## config.mk

```make
export PLATFORM = sky130hd
export DESIGN_NAME = spi_mul_flat
export DESIGN_NICKNAME = d
export VERILOG_FILES = /design/src/rtl/spi_mul_if.sv /design/src/rtl/spi_mul.sv /design/src/flat_wrapper.sv
export SDC_FILE = /design/constraint.sdc
export NUM_CORES = 1
export LEC_CHECK = 0
export ABC_CLOCK_PERIOD_IN_PS = 2710
export CELL_PAD_IN_SITES_DETAIL_PLACEMENT = 1
export CELL_PAD_IN_SITES_GLOBAL_PLACEMENT = 2
export CORE_ASPECT_RATIO = 0.7
export CORE_MARGIN = 2
export CORE_UTILIZATION = 38
export CTS_BUF_LIST = sky130_fd_sc_hd__clkbuf_4
export CTS_CLUSTER_DIAMETER = 80
export DETAILED_ROUTE_END_ITERATION = 12
export PLACE_DENSITY_LB_ADDON = 0.1
export SLEW_MARGIN = 20
export SYNTH_ARGS = -nofsm -noshare
export SYNTH_HDL_FRONTEND = slang
export SYNTH_SLANG_ARGS = --single-unit
```

## constraint.sdc

```tcl
create_clock -name clock -period 2.71 [get_ports clock]
set_input_delay 0.271 -clock clock [delete_from_list [all_inputs] [get_ports clock]]
set_output_delay 0.271 -clock clock [all_outputs]
set_load 0.05 [all_outputs]
```

## src/rtl/spi_mul_if.sv

```systemverilog
// Serial link between the CPU SPI master and the spi_mul multiplier.
// The master drives cs_n/sck/mosi; the block returns miso and a busy flag.
interface spi_mul_if;
  logic cs_n;
  logic sck;
  logic mosi;
  logic miso;
  logic busy;

  modport master (output cs_n, output sck, output mosi, input miso, input busy);
  modport slave  (input cs_n, input sck, input mosi, output miso, output busy);
endinterface

```

## src/rtl/spi_mul.sv

```systemverilog
// SPI-attached shift-add multiplier: receives command and two operands,
// multiplies over WIDTH+1 cycles, then shifts the 2*WIDTH product out.
module spi_mul #(
  parameter int WIDTH = 16
) (
  input  logic        clock,
  input  logic        reset,
  spi_mul_if.slave    bus,
  output logic [2:0]  state_dbg
);

  // Handshake: cs_n low frames a transfer; master samples/drives on sck rise,
  // block shifts miso on sck fall; master waits for busy low before the
  // product phase; cs_n high at any point returns the block to idle.
  localparam int TOTAL = 8 + 2 * WIDTH;
  localparam int CW    = $clog2(TOTAL + 1);
  localparam int PW    = 2 * WIDTH;

  typedef enum logic [2:0] {IDLE, RX, CALC, TX, DONE} state_t;

  state_t                state;
  logic                  sck_q;
  logic                  cs_n_q;
  logic [CW-1:0]         cnt;
  logic [TOTAL-2:0]      in_sr;
  logic [PW-1:0]         mcand;
  logic [WIDTH-1:0]      mplier;
  logic [PW-1:0]         acc;
  logic                  neg;
  logic                  cmd_ok;
  logic [PW-2:0]         prod_sr;
  logic                  miso_r;
  logic                  busy_r;

  logic                  rise;
  logic                  fall;
  logic [TOTAL-1:0]      rx_next;
  logic [7:0]            cmd_in;
  logic [WIDTH-1:0]      a_in;
  logic [WIDTH-1:0]      b_in;
  logic                  signed_in;
  logic [WIDTH-1:0]      a_mag;
  logic [WIDTH-1:0]      b_mag;
  logic [PW-1:0]         result;

  assign rise = bus.sck & ~sck_q;
  assign fall = ~bus.sck & sck_q;

  // The final mosi bit is folded in combinationally so operands load on the
  // same edge that enters CALC.
  assign rx_next   = {in_sr, bus.mosi};
  assign cmd_in    = rx_next[TOTAL-1 -: 8];
  assign a_in      = rx_next[PW-1 -: WIDTH];
  assign b_in      = rx_next[WIDTH-1:0];
  assign signed_in = cmd_in[0];

  // Negating -2^(WIDTH-1) wraps to the same bit pattern, which read unsigned
  // is exactly the required magnitude.
  assign a_mag = (signed_in && a_in[WIDTH-1]) ? (~a_in + WIDTH'(1)) : a_in;
  assign b_mag = (signed_in && b_in[WIDTH-1]) ? (~b_in + WIDTH'(1)) : b_in;

  assign result = !cmd_ok ? {PW{1'b1}} : (neg ? (~acc + PW'(1)) : acc);

  assign bus.miso  = miso_r;
  assign bus.busy  = busy_r;
  assign state_dbg = state;

  always_ff @(posedge clock or negedge reset) begin
    if (!reset) begin
      state   <= IDLE;
      sck_q   <= 1'b0;
      cs_n_q  <= 1'b1;
      cnt     <= '0;
      in_sr   <= '0;
      mcand   <= '0;
      mplier  <= '0;
      acc     <= '0;
      neg     <= 1'b0;
      cmd_ok  <= 1'b0;
      prod_sr <= '0;
      miso_r  <= 1'b0;
      busy_r  <= 1'b0;
    end else begin
      sck_q  <= bus.sck;
      cs_n_q <= bus.cs_n;
      case (state)
        IDLE: begin
          miso_r <= 1'b0;
          busy_r <= 1'b0;
          if (cs_n_q && !bus.cs_n) begin
            state <= RX;
            cnt   <= '0;
          end
        end
        RX: begin
          if (bus.cs_n) begin
            state  <= IDLE;
            busy_r <= 1'b0;
            miso_r <= 1'b0;
            cnt    <= '0;
          end else if (rise) begin
            in_sr <= rx_next[TOTAL-2:0];
            if (cnt == CW'(TOTAL - 1)) begin
              state  <= CALC;
              busy_r <= 1'b1;
              cnt    <= '0;
              mcand  <= {{WIDTH{1'b0}}, a_mag};
              mplier <= b_mag;
              acc    <= '0;
              neg    <= signed_in & (a_in[WIDTH-1] ^ b_in[WIDTH-1]);
              cmd_ok <= (cmd_in[7:1] == 7'd0);
            end else begin
              cnt <= cnt + CW'(1);
            end
          end
        end
        CALC: begin
          if (bus.cs_n) begin
            state  <= IDLE;
            busy_r <= 1'b0;
            miso_r <= 1'b0;
            cnt    <= '0;
          end else if (cnt == CW'(WIDTH)) begin
            // Sign-fixup cycle: the product MSB is on miso before the first rise.
            state   <= TX;
            busy_r  <= 1'b0;
            miso_r  <= result[PW-1];
            prod_sr <= result[PW-2:0];
            cnt     <= '0;
          end else begin
            if (mplier[0]) acc <= acc + mcand;
            mcand  <= mcand << 1;
            mplier <= mplier >> 1;
            cnt    <= cnt + CW'(1);
          end
        end
        TX: begin
          if (bus.cs_n) begin
            state  <= IDLE;
            busy_r <= 1'b0;
            miso_r <= 1'b0;
            cnt    <= '0;
          end else begin
            if (fall) begin
              miso_r  <= prod_sr[PW-2];
              prod_sr <= {prod_sr[PW-3:0], 1'b0};
            end
            if (rise) begin
              if (cnt == CW'(PW - 1)) begin
                state  <= DONE;
                miso_r <= 1'b0;
                cnt    <= '0;
              end else begin
                cnt <= cnt + CW'(1);
              end
            end
          end
        end
        DONE: begin
          miso_r <= 1'b0;
          busy_r <= 1'b0;
          if (bus.cs_n) state <= IDLE;
        end
        default: state <= IDLE;
      endcase
    end
  end

endmodule
```

## src/flat_wrapper.sv

```systemverilog
// flat-port wrapper written by rule: the top's interface ports become plain ports
module spi_mul_flat 
#(
  parameter int WIDTH = 16
)
  (clock, reset, state_dbg, bus_cs_n, bus_sck, bus_mosi, bus_miso, bus_busy);
  spi_mul_if bus_i ();
  input  logic clock;
  input  logic reset;
  output logic [2:0] state_dbg;
  input wire logic [$bits(bus_i.cs_n)-1:0] bus_cs_n;
  input wire logic [$bits(bus_i.sck)-1:0] bus_sck;
  input wire logic [$bits(bus_i.mosi)-1:0] bus_mosi;
  output wire logic [$bits(bus_i.miso)-1:0] bus_miso;
  output wire logic [$bits(bus_i.busy)-1:0] bus_busy;
  assign bus_i.cs_n = bus_cs_n;
  assign bus_i.sck = bus_sck;
  assign bus_i.mosi = bus_mosi;
  assign bus_miso = bus_i.miso;
  assign bus_busy = bus_i.busy;
  spi_mul #(.WIDTH(WIDTH)) u_core (.clock(clock), .reset(reset), .bus(bus_i), .state_dbg(state_dbg));
endmodule
```

Word-level counts from Yosys, hierarchy flattened:

Cells that the tools add are included.

* register bits after elaboration: 165
* input port bits: 5

* bitwise operators: 10
* muxes and demuxes: 63
* reductions and logical operators: 20
* eq/ne operators: 25
* add/sub/neg operators: 5

Operators by type and width (count)
* two-way mux 32 bit: 13
* case mux 32 bit (2 select lines): 2
* two-way mux 31 bit: 4
* two-way mux 16 bit: 7
* case mux 31 bit (2 select lines): 1
* two-way mux 6 bit: 9
* adder 16 x 1 -> 16 bit (second input constant): 2
* adder 32 x 1 -> 32 bit (second input constant): 1
* adder 32 bit: 1
* inverter 16 bit: 2
* inverter 32 bit: 1
* case mux 16 bit (2 select lines): 1
* two-way mux 3 bit: 10
* case mux 6 bit (4 select lines): 1
* != test 3 x 2 -> 1 bit (second input constant): 5
* case mux 3 bit (5 select lines): 1
* != test 2 bit (second input constant): 7
* AND reduction 7 bit: 2
* == test 6 x 5 -> 1 bit (second input constant): 2
* two-way mux 1 bit: 12
* != test 2 x 1 -> 1 bit (second input constant): 6
* AND reduction 5 bit: 2
* case mux 1 bit (4 select lines): 2
* AND reduction 4 bit: 2
* other kinds (17): 27

Logic depth before layout (Yosys ltp):

Gate-level depths: netlist (run 1).

* depth after elaboration: 7
* gate-level depth with buffers: 12
* depth with buffers taken out: 12

Least setup slack after synthesis (run 1):

Ideal clock, no wire load.

* path type: reg2reg
* start: register u_core.acc[3]
* end: register u_core.acc[31]
* cell stages (with the launch flop): 11
* required time: 2.578 ns
* setup slack: -0.102 ns
* data arrival time: 2.680 ns
* library setup time: 0.132 ns
* cell sequence: dfrtp_1 ha_1 a21o_1 a21oi_1 a211oi_2 o21ai_0 o31a_1 o21a_1 or4b_1 a211oi_1 o31ai_1

* cells in the longest elaborated chain, start to end: 5

RTL lines
* start, declared: RTL line spi_mul.sv:28 `logic [PW-1:0] acc;`
* start signal, assigned: RTL line spi_mul.sv:131 `if (mplier[0]) acc <= acc + mcand;`
* adder 32 bit: RTL line spi_mul.sv:131
* two-way mux 32 bit: RTL line spi_mul.sv:131
* two-way mux 32 bit: RTL line spi_mul.sv:123 `end else if (cnt == CW'(WIDTH)) begin`
* two-way mux 32 bit: RTL line spi_mul.sv:118 `if (bus.cs_n) begin`
* case mux 32 bit (2 select lines): RTL line spi_mul.sv:86 `case (state)`

No other way between the ends. The select of a mux whose other input is x is not followed.
A chain may end at the register's enable or synchronous reset.

Worst setup path in the final report (run 1):

* start: register u_core.mcand[1]
* end: register u_core.acc[31]

* cells in the longest elaborated chain, start to end: 5

RTL lines
* start, declared: RTL line spi_mul.sv:26 `logic [PW-1:0] mcand;`
* start signal, assigned: RTL line spi_mul.sv:107 `mcand <= {{WIDTH{1'b0}}, a_mag};`
* start signal, assigned: RTL line spi_mul.sv:132 `mcand <= mcand << 1;`
* adder 32 bit: RTL line spi_mul.sv:131
* two-way mux 32 bit: RTL line spi_mul.sv:131
* two-way mux 32 bit: RTL line spi_mul.sv:123
* two-way mux 32 bit: RTL line spi_mul.sv:118
* case mux 32 bit (2 select lines): RTL line spi_mul.sv:86

No other way between the ends. The select of a mux whose other input is x is not followed.

==> impl_metrics.csv, run 1 <==
group,metric,value,unit
grt,antenna_found_initial,1,
critical_path,critPathKind,"flop to flop",
synth,synth.area.top_cells,"dfrtp_1 42%, o21ai_0 7.8%, nand2_1 7.0%, ha_1 4.6%, a21oi_1 4.4%",
critical_path,start_kind,"flop",
outcome,run_status,"finished, violations left",
grt,grt_pass1_vias,8667,
synth,synth_mux_area_frac,0.0421,
final_layout,design_area,11600,um^2
critical_path,slowest_stage,"or4b_4",
grt,grt.overflow.total,0,
synth,yosysWarnings,0,
synth,synth_top_area_frac,0.419,
sta,setup_ws,-0.142,ns
detailed_routing,wl,27900,um
sta,tightest_slew,0.601,ns
final_layout,mostFrequentLayoutCells,"182 x nand2_1, 162 x dfrtp_1, 129 x o21ai_0, 117 x buf_4, 83 x a21oi_1",
final_layout,post-route-util,0.456,
critical_path,crit_fanout,2,
grt,met1_usage,0.320,
floorplan,initial_utilization,0.384,
run,maxCapViolCount,0,
sta,grt_setup_unrepaired,"yes",
sta,fmax,351,MHz
synth,synth-main-ff-cell,"dfrtp_1",
final_layout,final_common_cell,"nand2_1",
synth,synth-edff-count,0,
final_layout,multiInputGateArea,5660,um^2
detailed_routing,wire_per_inst,18.0,um
synth,synthCells,1121,
clock_tree,cts_root_buffer,"clkbuf_4",
floorplan,design.core.area,25500,um^2
power_and_ir_drop,ir_drop,431,uV
sta,maxSlewHeadroom,0.599,
critical_path,crit_chain,"ha_4 -> a21oi_2 -> nand4b_1 -> a211oi_2 -> o21ai_2 -> o31a_1 -> o21a_1 -> or4b_4 -> a211oi_2 -> o31ai_1",
final_layout,drive_gt1_frac,0.205,
sta,setup_viol,8,
critical_path,max_stage_delay,0.49,ns
synth,yosys.area_share.xor_xnor,0.0688,
clock_tree,clk_pin_slew_worst_paths,0.16,ns
worst_hold_path,hold_class,"input port to async pin",
final_layout,fill_cells,2994,
clock_tree,htreeDepth,4,
detailed_routing,routed_via_density,5.40,
grt,busiest_layer,"met2",
place,dp_hpwl,20000,um
critical_path,cp.required,3.21,ns
power_and_ir_drop,p_switching,4.62,mW
floorplan,die_h,138,um
sta,final_hold_viol_count,0,
detailed_routing,drc,0,
sta,fin_crit,2.85,ns
synth,synth-compound-area-share,0.212,
synth,synth_area_leader_cell,"dfrtp_1",
final_layout,seqCellArea,4130,um^2
detailed_routing,ant_nets,0,
floorplan,num_io_pins,10,
synth,synthSimpleGateAreaFrac,0.173,
synth,ys_types,65,
synth,synth_top_family_by_area,"compound AO/OA/AOI/OAI gates",
critical_path,cp-end-kind,"flop",
power_and_ir_drop,combinationalPowerShare,0.506,
floorplan,fp-row-count,49,
power_and_ir_drop,p_int,6.10,mW
clock_tree,cts-buffers-inserted,17,
critical_path,crit_top_cell,"a211oi_2",
critical_path,path_buf_inv,0,
clock_tree,cts_tree,"done",
place,gp_congestion,0.807,
synth,syn-cell-area,9800,um^2
outcome,violations,"setup timing",
clock_tree,clk_latency,0.61,ns
grt,gr-usage-met3,0.0337,
clock_tree,cts_num_sinks,165,
final_layout,area_growth,18.7,%
detailed_routing,via_count,8385,
power_and_ir_drop,seqPwrFrac,0.353,
power_and_ir_drop,pwr-share-clk,0.141,
detailed_routing,initialDrtViolationCount,355,
sta,hold_slack,0.125,ns
sta,slew_violations,0,
floorplan,dieArea,27100,um^2
sta,fin_skew,0.0254,ns
critical_path,ff2ff_setup_slack,-0.14,ns
power_and_ir_drop,power,10.7,mW
critical_path,cp_top_family,"compound AO/OA/AOI/OAI gates",
place,placed_cell_area,11000,um^2
synth,synthesis.nets,1163,
detailed_routing,firstDrtPassIters,4,
synth,synth_seq_cells,165,
power_and_ir_drop,sw_frac_of_total,0.431,
sta,finalCritPeriodShare,1.05,
synth,ys_seq_area_frac,0.421,
power_and_ir_drop,p_per_area,921,nW/um^2
final_layout,layout.nets,1251,
grt,use_met2,0.332,
power_and_ir_drop,p_leak,5.21,nW
grt,grt_pass1_wl,46900,um
grt,grt_usage,0.215,
clock_tree,cts_buffer_depth,2,
synth,synth_area_per_cell,8.75,um^2
critical_path,critical_path_arrival,3.35,ns
place,io_buffers,9,
grt,grt_max_degree,78,
synth,synthArstFlopShare,1.00,
floorplan,die_w,196,um
synth,synthAdderAreaFrac,0.0480,
-- Yosys cell counts (5+ instances only) --
cell and count:
clkbuf_1 56, o22ai_1 23, buf_2 5, and2_1 5, nand2b_1 11, a21oi_1 87, o41ai_1 8, nand2_1 183
o21ai_0 152, a21o_1 15, ha_1 36, xnor2_1 43, a31oi_1 10, o211ai_1 8, a211oi_1 6, dfrtp_1 164
inv_1 22, nand4_1 8, nor2_1 61, nor3_1 13, or3_1 13, mux2_2 34, xor2_1 34, nor4_1 7
o31ai_1 14, nand3_1 22, nor2b_1 10
-- worst register-to-register path: cells and delay by family (launching register included) --
kind,cells,cell delay [ns]
simple gates,2,0.69
fa+ha+maj,1,0.29
compound gates,7,1.30
flops,1,0.46
-- registers in the layout (all words and copies together), names as in the netlist --
name and cells:
u_core.acc 32, u_core.bus.busy 1, u_core.bus.miso 1, u_core.cmd_ok 1, u_core.cnt 6, u_core.cs_n_q 1, u_core.in_sr 39, u_core.mcand 32
u_core.mplier 16, u_core.neg 1, u_core.prod_sr 31, u_core.sck_q 1, u_core.state_dbg 3
-- power by group through the flow --
stage	Sequential, mW	Combinational (mW)	Clock, mW
4_1_cts	3.78	5.08	1.59
5_1_grt	3.89	6.07	1.67
6_report	3.79	5.43	1.51
3_3_place_gp	3.79	4.73	0
2_1_floorplan	3.69	2.90	0
3_5_place_dp	3.82	4.81	0
-- per-layer routing --
layer,vias up,share of wire
li1,4168,-
met1,4166,0.52
met2,38,0.45
met3,13,0.017
met4,0,0.0064
met5,-,0
-- worst paths after layout --
check	start	end	cells past startpoint
min	reset	u_core.state_dbg[2]	2
min in group clock	bus_sck	u_core.sck_q	1
min reg2reg	u_core.prod_sr[1]	u_core.prod_sr[1]	2
max in group asynchronous	reset	u_core.prod_sr[7]	3
max	u_core.mcand[1]	u_core.acc[31]	10
max reg2reg	u_core.mcand[1]	u_core.acc[31]	10
-- stage by stage --
step	cells	setup WS, ns	setup TNS, ns
final	1552	-0.142	-0.609
after global routing	1552	-0.287	-3.10
after CTS	1549	-0.171	-0.593
after detailed placement	1514	-0.176	-0.908
after global placement	1514	-0.139	-0.634
after floorplan	1121	0.00486	0
-- logic make-up after synthesis --
group / after synthesis
AO/OA/AOI/OAI: 354
XOR/XNOR: 77
adder cells (fa/ha/maj): 37
buffers and inverters: 87
flip-flops: 165
multiplexers: 37
AND/OR/NAND/NOR: 364
-- cell type report --
| class | instances | share of cell area |
|---|---|---|
| multi-input combinational | 869 | 0.487 |
| clock inverter | 12 | 0.0113 |
| sequential | 165 | 0.355 |
| inverter | 22 | 0.00710 |
| antenna | 1 | 0.000215 |
| timing repair buffer | 134 | 0.0925 |
| clock buffer | 18 | 0.0116 |
| tap | 331 | 0.0356 |
-- timing repair --
item                                    4_1_cts  5_1_grt
gates resized for setup                      35       46
hold buffers                                  1        0
endpoints found under the hold margin       162        0
buffers inserted                              4        2
pin swaps                                    20       12
endpoints found under the setup margin       17       34
No activity file was read; power rests on OpenSTA's default activity.
==> inputs of run 2 (changes only) <==
--- a/config.mk
+++ b/config.mk
@@ -6,13 +6,14 @@
 export NUM_CORES = 1
 export LEC_CHECK = 0
 export ABC_CLOCK_PERIOD_IN_PS = 2710
+export CAP_MARGIN = 20
 export CELL_PAD_IN_SITES_DETAIL_PLACEMENT = 1
 export CELL_PAD_IN_SITES_GLOBAL_PLACEMENT = 2
-export CORE_ASPECT_RATIO = 0.7
 export CORE_MARGIN = 2
 export CORE_UTILIZATION = 38
 export CTS_BUF_LIST = sky130_fd_sc_hd__clkbuf_4
 export CTS_CLUSTER_DIAMETER = 80
+export CTS_CLUSTER_SIZE = 28
 export DETAILED_ROUTE_END_ITERATION = 12
 export PLACE_DENSITY_LB_ADDON = 0.1
 export SLEW_MARGIN = 20
==> run 2 against run 1 <==
The run still ends with setup timing left. Power fell by 1.1%. Combinational power fell by 1%. Hold slack improved by 0.034 ns. Clock skew rose by 0.011 ns. Critical path depth did not move. Sequential cell count did not move. Largest power group unchanged.
==> impl_metrics.csv, run 2 (same netlist as run 1, synthesis figures left out) <==
group,metric,value,unit
floorplan,design.core.area,25300,um^2
final_layout,largest_reg_flops,39,
final_layout,mostFrequentLayoutCells,"181 x nand2_1, 163 x dfrtp_1, 135 x o21ai_0, 99 x buf_4, 81 x a21oi_1",
detailed_routing,wl_met1,13500,um
detailed_routing,via_count,8300,
outcome,violations,"setup timing",
sta,fmax,356,MHz
grt,grt_pass1_vias,8304,
detailed_routing,dr_wl_met3,386,um
floorplan,num_io_pins,10,
detailed_routing,initialDrtViolationCount,395,
outcome,run_status,"finished, violations left",
power_and_ir_drop,ir_drop,553,uV
place,place_ws,-0.224,ns
detailed_routing,highest_layer,"met4",
sta,fin_crit,2.81,ns
sta,grt_setup_unrepaired,"yes",
floorplan,die_h,165,um
clock_tree,clk_latency,0.60,ns
sta,finalCritPeriodShare,1.04,
grt,grt.overflow.total,0,
detailed_routing,drc,0,
place,io_buffers,9,
worst_hold_path,hold_class,"input port to flop",
critical_path,critPathKind,"flop to flop",
detailed_routing,met2WireLength,12200,um
sta,setup_ws,-0.0954,ns
critical_path,crit_fanout,4,
sta,maxSlewHeadroom,0.545,
final_layout,design_area,11500,um^2
grt,grt_max_degree,78,
final_layout,largest-register,"u_core.in_sr",
place,gp_congestion,0.801,
final_layout,drive_gt1_frac,0.201,
power_and_ir_drop,power,10.6,mW
detailed_routing,wl,26400,um
clock_tree,htreeDepth,4,
place,dp_hpwl,19200,um
final_layout,area_growth,17.8,%
sta,setup_viol,5,
floorplan,die_w,165,um
clock_tree,clk_pin_slew_worst_paths,0.17,ns
sta,final_hold_viol_count,0,
clock_tree,cts_root_buffer,"clkbuf_4",
sta,slew_violations,0,
final_layout,largestRegisters,"u_core.in_sr: 39 flops, u_core.acc: 32 flops, u_core.mcand: 32 flops",
place,placed_cell_area,10800,um^2
final_layout,final_cells,1535,
final_layout,seqCellArea,4130,um^2
detailed_routing,firstDrtPassIters,4,
grt,antenna_found_initial,1,
clock_tree,cts_tree,"done",
critical_path,critical_path_arrival,3.28,ns
detailed_routing,wire_per_inst,17.2,um
floorplan,fp-row-count,58,
place,dp_cells,1490,
detailed_routing,routed_via_density,5.41,
clock_tree,cts_num_sinks,165,
run,maxCapViolCount,0,
power_and_ir_drop,p_per_area,918,nW/um^2
critical_path,cp-end-kind,"flop",
critical_path,start_kind,"flop",
final_layout,fill_cells,2990,
floorplan,dieArea,27100,um^2
final_layout,multiInputGateArea,5720,um^2
final_layout,final_common_cell,"nand2_1",
sta,hold_slack,0.159,ns
clock_tree,cts-buffers-inserted,17,
clock_tree,cts_buffer_depth,2,
floorplan,initial_utilization,0.388,
critical_path,cp.required,3.18,ns
final_layout,layout.nets,1233,
grt,grt_usage,0.202,
power_and_ir_drop,p_leak,5.15,nW
grt,grt_pass1_wl,43400,um
sta,tightest_slew,0.682,ns
sta,fin_skew,0.0368,ns
detailed_routing,ant_nets,0,
-- run 2: changes by cell type in the layout (fill, tap and decap cells not counted), sizes merged --
cell / before / now
buf: 125 / 107
inv: 24 / 31
clkinv: 5 / 3
clkbuf: 18 / 17
bufinv: 2 / 0
-- run 2: what timing repair did --
item	4_1_cts	5_1_grt
resized for setup	26	57
buffers inserted	7	5
setup endpoints to repair	17	53
hold endpoints to repair	59	0
hold buffers	1	0
pin swaps	9	32
-- run 2: worst max-delay path, stage by stage, from the launching register on --
cell and delay, ns:
dfrtp_2 0.48, ha_4 0.29, a21o_1 0.11, a21oi_1 0.09, a211oi_2 0.31, o21ai_2 0.11
o31a_1 0.28, o21a_1 0.22, or4b_4 0.53, a211oi_2 0.19, o31ai_1 0.09
-- run 2: layer usage --
metal | global-route usage | vias to the layer above
li1 | - | 4138
met1 | 0.283 | 4083
met2 | 0.334 | 52
met3 | 0.0266 | 27
met4 | 0.0462 | 0
met5 | 0 | -
-- run 2: layout make-up --
| class | count | area share |
|---|---|---|
| clock buffers | 17 | 0.0111 |
| repair buffers | 116 | 0.0815 |
| multi-input cells | 869 | 0.495 |
| well taps | 330 | 0.0358 |
| diodes | 1 | 0.000217 |
| inverters | 22 | 0.00715 |
| flip-flops and latches | 165 | 0.358 |
| clock inverters | 15 | 0.0116 |
-- run 2: final timing paths --
path	slack, ns	to	cells after the start	from
max reg2reg	-0.1	u_core.acc[31]	10	u_core.acc[3]
min reg2reg	0.50	u_core.prod_sr[11]	2	u_core.prod_sr[11]
max	-0.1	u_core.acc[31]	10	u_core.acc[3]
min	0.16	u_core.sck_q	1	bus_sck
max in group asynchronous	1.73	u_core.prod_sr[5]	3	reset
min in group asynchronous	0.23	u_core.state_dbg[2]	2	reset
-- run 2: power by group --
part | total [mW] | switching, mW | internal, mW | leakage, nW
combinational | 5.37 | 3.00 | 2.38 | 2.80
sequential | 3.79 | 0.650 | 3.14 | 2.21
clock | 1.44 | 1.04 | 0.402 | 0.138
-- run 2: metrics by stage --
| step | setup TNS (ns) | util |
|---|---|---|
| final | -0.301 | 0.457 |
| after CTS | -0.326 | 0.446 |
| after floorplan | 0 | - |
| after detailed placement | -1.24 | 0.428 |
| after global placement | -0.669 | 0.428 |
| after global routing | -1.42 | 0.457 |
==> inputs of run 3 (changes only) <==
--- a/config.mk
+++ b/config.mk
@@ -15,6 +15,7 @@
 export CTS_CLUSTER_DIAMETER = 80
 export CTS_CLUSTER_SIZE = 28
 export DETAILED_ROUTE_END_ITERATION = 12
+export HOLD_SLACK_MARGIN = 0.03
 export PLACE_DENSITY_LB_ADDON = 0.1
 export SLEW_MARGIN = 20
 export SYNTH_ARGS = -nofsm -noshare
==> results of run 3 <==
Final layout, timing and power as in run 2 (identical DEF).
